--- src/rtl/cp0_regfile.sv ---
// rtl/cp0_regfile.sv - CP0 register file (Status, Cause, EPC, Count, Compare); optional timer via CP0_TIMER_EN
module cp0_regfile #(
    parameter int DATA_WIDTH     = 32,
    parameter int COUNT_DIV_LOG2 = 1
) (
    input  logic                  clk,
    input  logic                  rst,
    input  logic                  wb_wb_cp0,
    input  logic [4:0]            wb_cp0_write_addr,
    input  logic [DATA_WIDTH-1:0] wb_cp0_write,
    input  logic [4:0]            cp0_read_addr,
    output logic [DATA_WIDTH-1:0] cp0_read,
    input  logic                  exc_valid,
    input  logic [4:0]            exc_code,
    input  logic [DATA_WIDTH-1:0] exc_pc,
    input  logic                  exc_in_delay,
    input  logic                  eret,
    input  logic [5:0]            int_i,
    output logic [DATA_WIDTH-1:0] cp0_status,
    output logic [DATA_WIDTH-1:0] cp0_cause,
    output logic [DATA_WIDTH-1:0] cp0_epc,
    output logic                  int_pending,
    output logic                  timer_int
);

    localparam logic [4:0] REG_COUNT   = 5'd9;
    localparam logic [4:0] REG_COMPARE = 5'd11;
    localparam logic [4:0] REG_STATUS  = 5'd12;
    localparam logic [4:0] REG_CAUSE   = 5'd13;
    localparam logic [4:0] REG_EPC     = 5'd14;

    // Status fields
    logic [7:0] r_status_im;
    logic       r_status_exl;
    logic       r_status_ie;

    // Cause fields
    logic       r_cause_bd;
    logic [5:0] r_cause_ip_hw;
    logic [1:0] r_cause_ip_sw;
    logic [4:0] r_cause_exc;

    logic [DATA_WIDTH-1:0] r_epc;

    // An MTC0 only commits when neither an exception nor an ERET claims the cycle.
    logic w_mtc0_en;
    logic w_wr_status;
    logic w_wr_cause;
    logic w_wr_epc;
    logic w_timer_int;
    logic [DATA_WIDTH-1:0] w_status;
    logic [DATA_WIDTH-1:0] w_cause;

    assign w_mtc0_en   = wb_wb_cp0 & ~exc_valid & ~eret;
    assign w_wr_status = w_mtc0_en && (wb_cp0_write_addr == REG_STATUS);
    assign w_wr_cause  = w_mtc0_en && (wb_cp0_write_addr == REG_CAUSE);
    assign w_wr_epc    = w_mtc0_en && (wb_cp0_write_addr == REG_EPC);

    // Status: exception sets EXL, ERET clears it, otherwise MTC0 writes the masked fields.
    always_ff @(posedge clk or posedge rst) begin
        if (rst) begin
            r_status_im  <= 8'h00;
            r_status_exl <= 1'b0;
            r_status_ie  <= 1'b0;
        end else if (exc_valid) begin
            r_status_exl <= 1'b1;
        end else if (eret) begin
            r_status_exl <= 1'b0;
        end else if (w_wr_status) begin
            r_status_im  <= wb_cp0_write[15:8];
            r_status_exl <= wb_cp0_write[1];
            r_status_ie  <= wb_cp0_write[0];
        end
    end

    // Cause: hardware lines sampled every cycle; BD only recorded on the outermost exception.
    always_ff @(posedge clk or posedge rst) begin
        if (rst) begin
            r_cause_bd    <= 1'b0;
            r_cause_ip_hw <= 6'd0;
            r_cause_ip_sw <= 2'd0;
            r_cause_exc   <= 5'd0;
        end else begin
            r_cause_ip_hw <= int_i;
            if (exc_valid) begin
                r_cause_exc <= exc_code;
                if (!r_status_exl) begin
                    r_cause_bd <= exc_in_delay;
                end
            end else if (w_wr_cause) begin
                r_cause_ip_sw <= wb_cp0_write[9:8];
            end
        end
    end

    // EPC: a delay-slot fault restarts at the branch, one word earlier.
    always_ff @(posedge clk or posedge rst) begin
        if (rst) begin
            r_epc <= '0;
        end else if (exc_valid) begin
            if (!r_status_exl) begin
                r_epc <= exc_in_delay ? (exc_pc - DATA_WIDTH'(4)) : exc_pc;
            end
        end else if (w_wr_epc) begin
            r_epc <= wb_cp0_write;
        end
    end

`ifdef CP0_TIMER_EN
    localparam int PW = (COUNT_DIV_LOG2 > 0) ? COUNT_DIV_LOG2 : 1;
    localparam logic [PW-1:0] PRESC_MAX = PW'((1 << COUNT_DIV_LOG2) - 1);

    logic [DATA_WIDTH-1:0] r_count;
    logic [DATA_WIDTH-1:0] r_compare;
    logic [PW-1:0]         r_presc;
    logic                  r_timer_int;
    logic                  w_wr_count;
    logic                  w_wr_compare;

    assign w_wr_count   = w_mtc0_en && (wb_cp0_write_addr == REG_COUNT);
    assign w_wr_compare = w_mtc0_en && (wb_cp0_write_addr == REG_COMPARE);

    // Count with prescaler; a Count write reloads the value and restarts the prescaler.
    always_ff @(posedge clk or posedge rst) begin
        if (rst) begin
            r_count <= '0;
            r_presc <= '0;
        end else if (w_wr_count) begin
            r_count <= wb_cp0_write;
            r_presc <= '0;
        end else if (r_presc == PRESC_MAX) begin
            r_count <= r_count + DATA_WIDTH'(1);
            r_presc <= '0;
        end else begin
            r_presc <= r_presc + PW'(1);
        end
    end

    // Compare and timer flag: writing Compare acknowledges the interrupt, even on a match edge.
    always_ff @(posedge clk or posedge rst) begin
        if (rst) begin
            r_compare   <= '0;
            r_timer_int <= 1'b0;
        end else if (w_wr_compare) begin
            r_compare   <= wb_cp0_write;
            r_timer_int <= 1'b0;
        end else if (r_count == r_compare) begin
            r_timer_int <= 1'b1;
        end
    end

    assign w_timer_int = r_timer_int;
`else
    assign w_timer_int = 1'b0;
`endif

    assign w_status = {16'd0, r_status_im, 6'd0, r_status_exl, r_status_ie};
    assign w_cause  = {r_cause_bd, 15'd0, r_cause_ip_hw[5] | w_timer_int, r_cause_ip_hw[4:0],
                       r_cause_ip_sw, 1'b0, r_cause_exc, 2'b00};

    // MFC0 read mux over the current register contents; unmapped numbers read zero.
    always_comb begin
        cp0_read = '0;
        case (cp0_read_addr)
`ifdef CP0_TIMER_EN
            REG_COUNT:   cp0_read = r_count;
            REG_COMPARE: cp0_read = r_compare;
`endif
            REG_STATUS:  cp0_read = w_status;
            REG_CAUSE:   cp0_read = w_cause;
            REG_EPC:     cp0_read = r_epc;
            default:     cp0_read = '0;
        endcase
    end

    assign cp0_status  = w_status;
    assign cp0_cause   = w_cause;
    assign cp0_epc     = r_epc;
    assign timer_int   = w_timer_int;
    assign int_pending = r_status_ie & ~r_status_exl & (|(r_status_im & w_cause[15:8]));

endmodule
--- config.mk ---
export PLATFORM = sky130hd
export DESIGN_NAME = cp0_regfile
export DESIGN_NICKNAME = d
export VERILOG_FILES = /design/src/rtl/cp0_regfile.sv
export SDC_FILE = /design/constraint.sdc
export NUM_CORES = 1
export LEC_CHECK = 0
export CAP_MARGIN = 10
export CORE_AREA = 2 2 78 136
export CTS_CLUSTER_DIAMETER = 200
export DETAILED_ROUTE_END_ITERATION = 12
export DIE_AREA = 0 0 80 138
export GPL_TIMING_DRIVEN = 0
export PLACE_DENSITY = 0.9
export SLEW_MARGIN = 20
export SYNTH_ARGS = -nofsm -noshare
export SYNTH_HDL_FRONTEND = slang
export SYNTH_SLANG_ARGS = --single-unit
--- constraint.sdc ---
create_clock -name clk -period 2.55 [get_ports clk]
set_clock_uncertainty 0.2 [all_clocks]
set_input_delay 0.3825 -clock clk [delete_from_list [all_inputs] [get_ports clk]]
set_output_delay 0.3825 -clock clk [all_outputs]
set_load 0.02 [all_outputs]
Word level (Yosys, flattened, before mapping):

Index checks and enable logic that the tools add are counted.

* mux-type cells: 8
* reductions and logical operators: 10
* $add $sub $neg: 1
* bitwise logic cells: 8
* eq/ne operators: 7

Operator list (number)
* 32-bit two-way mux: 4
* 32-bit one-hot mux with 3 select lines: 1
* 32-bit by 3-bit subtractor with 32-bit output (second input constant): 1
* 5-bit by 4-bit == test with 1-bit output (second input constant): 6
* 8-bit bitwise AND: 1
* 8-bit OR reduction: 1
* 2-bit AND reduction: 3
* 1-bit bitwise AND: 4
* 1-bit logical AND: 3
* 1-bit two-way mux: 3
* 1-bit inverter: 3
* 3-bit AND reduction: 1
* 3-bit nonzero test: 1
* 2-bit inequality test (second input constant): 1
* 2-bit nonzero test: 1

* input port bits: 91
* register bits after elaboration: 56
* output and inout port bits: 130

Logic depth before layout (Yosys ltp):

* depth after elaboration: 7
* mapped depth: 7
* depth with buffers taken out: 7

Worst setup path before layout:

OpenSTA, ideal clock, no wires.

* path kind: input port to flip-flop
* from: input port exc_pc[20]
* to: register r_epc[23] (netlist: cp0_epc[23])
* buffers on the path: 1
* setup time: 0.064 ns
* required time: 2.286 ns
* cell stages on the path: 6
* data arrival time: 2.090 ns
* slack: 0.195 ns
* path through: or4_4 buf_6 or3_1 or4_1 a311oi_1 a21o_1

* cells in the longest elaborated chain, start to end: 4

Ends and longest elaborated chain
* start, declared: RTL line 15 `input logic [DATA_WIDTH-1:0] exc_pc,`
* 32-bit by 3-bit subtractor with 32-bit output: RTL line 102 `r_epc <= exc_in_delay ? (exc_pc - DATA_WIDTH'(4)) : exc_pc;`
* 32-bit two-way mux: RTL line 102
* 32-bit two-way mux: RTL line 101 `if (!r_status_exl) begin`
* 32-bit two-way mux: RTL line 100 `end else if (exc_valid) begin`
* end signal, assigned: RTL line 102
* end signal, assigned: RTL line 105 `r_epc <= wb_cp0_write;`
* end, declared: RTL line 43 `logic [DATA_WIDTH-1:0] r_epc;`

Every way passes these cells. The select of a mux whose other input is x is not followed.
A chain may end at the register's enable or synchronous reset.

Worst setup path in the final report:

* from: input port exc_pc[13]
* to: register r_epc[23] (netlist: cp0_epc[23])

The elaborated chain is that of the path after synthesis.

==> results_dict.tcl <==
set metrics [dict create \
    p_per_area_nw_per_um2 474 \
    cap_violations 0 \
    final_cells 766 \
    power_w 0.00287 \
    grt_max_degree 57 \
    worstPathArrival_ns 2.54 \
    dpl_worst_slack_ns -1.21 \
    holdWs_ns 0.314 \
    clock_power_share_pct 24.5 \
    die_x_um 80 \
    async_reset_ff_share_pct 100 \
    syn_inst 404 \
    slew_headroom_pct 36.4 \
    root_buffer "clkbuf_16" \
    cp_max_fo 6 \
    fmax_ghz 0.400 \
    drive_gt1_share_pct 21.8 \
    wirelength_mm 14.3 \
    end_kind "flop" \
    final_max_slew_viol_count 0 \
    synthMuxAreaShare_pct 10.7 \
    avgSynthCellArea_um2 9.22 \
    path_buf_inv 1 \
    r2r_end "cp0_epc[6]$_DFFE_PP0P_" \
    drt-pass1-iter-count 4 \
    synth-adder-area-share_pct 0.336 \
    nFillCells 879 \
    status "complete, no violations" \
    r2r_setup_slack_ns 0.47 \
    fin_nets 730 \
    die_h_um 138 \
    clk_pin_slew_ns 0.07 \
    cts_buffers 5 \
    synth_cell_types 48 \
    grt_overflow 0 \
    final_cell_mix "clkdlybuf4s50_1 (135), dfrtp_1 (56), buf_4 (50), conb_1 (41), o21ai_0 (38)" \
    dpl.hpwl_mm 11.2 \
    dpl.cell_count 750 \
    placed_cell_area_um2 5830 \
    cp-startpoint "exc_pc[13]" \
    critPathRequiredTime_ns 2.59 \
    crit_chain "clkdlybuf4s50_1 -> or4_4 -> nand4bb_4 -> or4_4 -> a311oi_2 -> a21o_1" \
    synth_top_family_by_area "simple AND/OR/NAND/NOR gates" \
    worst_path_most_repeated_cell "or4_4" \
    r2r_start "r_status_exl$_DFFE_PP0P_" \
    ant_nets 0 \
    syn_area_um2 3730 \
    seq_area_frac_synth_pct 37.6 \
    final_common_cell "clkdlybuf4s50_1" \
    vias 3965 \
    pin_count 221 \
    yosys.area_share.simple_pct 20.8 \
    cts_max_path_buffers 2 \
    clock_latency_ns 0.29 \
    cpLargestDelayFamily "simple AND/OR/NAND/NOR gates" \
    wire_per_inst_um 18.6 \
    finalHoldViolCount 0 \
    remaining_drc_errors 0 \
    crit_cells 6 \
    swShare_pct 33.9 \
    hp-class "flop to flop" \
    gp_congestion 0.907 \
    cts_tree "yes" \
    synth_xor_area_share_pct 5.41 \
    rsz0062_at_grt "true" \
    comb_power_share_pct 35.8 \
    synth_seq_cells 56 \
    r2r_cells 4 \
    startpoint_type "input port" \
    pwr-share-seq_pct 39.7 \
    worst_slack_ns 0.0509 \
    dr.first_iter.drc_count 159 \
    p_int_w 0.00190 \
    syn_to_final_growth_pct 62.5 \
    cts.htree.levels 2 \
    critical-path-max-stage-delay_ns 0.55 \
    grt_first_pass_wirelength_mm 21.7 \
    tightest_slew_ns 0.949 \
    path_class "input port to flop" \
    synth_edf_count 0 \
    design_area_um2 6050 \
    antenna_found_initial 1 \
    start_util_pct 37.1 \
    core_area_um2 10100 \
    p_switching_w 0.000973 \
    period_minus_slack_ns 2.50 \
    critPathSlowestCell "or4_4" \
    fin_crit_sh_pct 98.0 \
    die_area_um2 11000 \
    ys_warn_count 0 \
    antenna_cells 0 \
    cts.sinks 56 \
    crit_end "cp0_epc[23]$_DFFE_PP0P_" \
    synth-main-ff-cell "dfrtp_1" \
    synth_compound_area_share_pct 13.1 \
    portBuffers 179 \
    p_leak_nw 2.70 \
    ir_drop_mv 0.299 \
    rows 49 \
    finalSetupViolations 0 \
    viasPerCell 5.18 \
    grt_pass1_vias 4138 \
    grt_usage_pct 25.7 \
]
per-layer routing:
layer  vias up  track usage [%]  share of wire [%]
li1       1823                -                  -
met1      1901             26.7                 33
met2       202             48.0                 56
met3        37             3.39                6.0
met4         2             13.4                4.1
met5         -                0              0.091
power by group through the flow:
stage | Combinational [W] | Sequential, W | Clock, W
after floorplan | 0.000362 | 0.00126 | 0
after global placement | 0.000996 | 0.00114 | 0
after detailed placement | 0.00102 | 0.00115 | 0
after CTS | 0.00103 | 0.00114 | 0.000715
after global routing | 0.00109 | 0.00115 | 0.000739
final | 0.00103 | 0.00114 | 0.000703
timing repair:
action,in CTS,in global routing
hold buffers,0,0
endpoints found under the setup margin,64,24
pin swaps,8,0
cloned,2,0
resized for setup,170,9
buffers inserted,6,1
tightest hold or removal path: stages, from the launching register on:
cell	delay, ns
dfrtp_1	0.37
nand2_1	0.05
o21ai_0	0.06
logic make-up (layout without fill, tap and decap cells):
logic type	Yosys count	in the layout
buf+inv	70	265
compound gates	80	80
fa+ha+maj	1	1
simple gates	135	135
other cells	1	41
mux	38	38
flops	56	56
xor+xnor	23	23
per-stage QoR:
| step | setup TNS, ns | utilization [%] |
|---|---|---|
| after floorplan | 0 | - |
| final | 0 | 60.2 |
| after detailed placement | -47.05 | 58.0 |
| after CTS | 0 | 59.8 |
| after global routing | -0.0135 | 60.2 |
| after global placement | -65.65 | 58.0 |
cells in the mapped netlist, drive strengths merged, types with 2 or more instances:
library cell  count  area, um^2
a311oi            2        17.5
o2bb2ai           2        17.5
nor4b             4        47.6
nand3             7        35.0
nand2            36         135
nand3b            2        15.0
a22oi             2        15.0
or3               7        43.8
o31ai             5        37.5
nand4bb           2        38.8
nor3              6        35.0
a21oi            12        60.1
dfrtp            56        1400
xnor2            21         184
clkbuf           15        56.3
and2             17         106
o21ai            40         200
a2bb2oi           2        17.5
nor2b             2        12.5
or4               6        48.8
nor4             10        62.6
o221ai            2        17.5
inv               7        26.3
a22o              8        70.1
and3              2        12.5
mux2i            22         220
nor2             18        67.6
nand4             2        12.5
buf              48         360
a31oi             2        12.5
mux2             16         180
nand2b            2        12.5
xor2              2        17.5
nor3b             8        60.1
or2               3        18.8
how the worst min path moves through the flow:
| stage | from | endpoint | slack [ns] | cells after the start |
|---|---|---|---|---|
| after floorplan | int_i[0] | r_cause_ip_hw[0]$_DFF_PP0_ | 0.21 | 0 |
| after detailed placement | cp0_epc[1]$_DFFE_PP0P_ | cp0_epc[1]$_DFFE_PP0P_ | 0.30 | 2 |
| final | cp0_epc[1]$_DFFE_PP0P_ | cp0_epc[1]$_DFFE_PP0P_ | 0.31 | 2 |
| after CTS | int_i[2] | r_cause_ip_hw[2]$_DFF_PP0_ | 0.32 | 1 |
| after global placement | cp0_epc[7]$_DFFE_PP0P_ | cp0_epc[7]$_DFFE_PP0P_ | 0.29 | 2 |
| after global routing | int_i[4] | r_cause_ip_hw[4]$_DFF_PP0_ | 0.33 | 1 |
cell type report:
class	instances	area, um^2	share of cell area (%)
multi-input cells	318	2150	35.4
repair buffers	188	1730	28.5
clock buffers	5	125	2.07
clock inverters	3	22.5	0.372
well taps	127	159	2.62
flip-flops and latches	56	1400	23.1
inverters	7	28.8	0.475
plain buffers	62	444	7.34
state kept, by name, summed over array words and instances (netlist names):
signal         cells
r_status_im        8
r_cause_exc        5
r_cause_bd         1
r_cause_ip_sw      2
cp0_epc           32
r_status_ie        1
r_status_exl       1
r_cause_ip_hw      6
(Power assumes the default switching activity.)
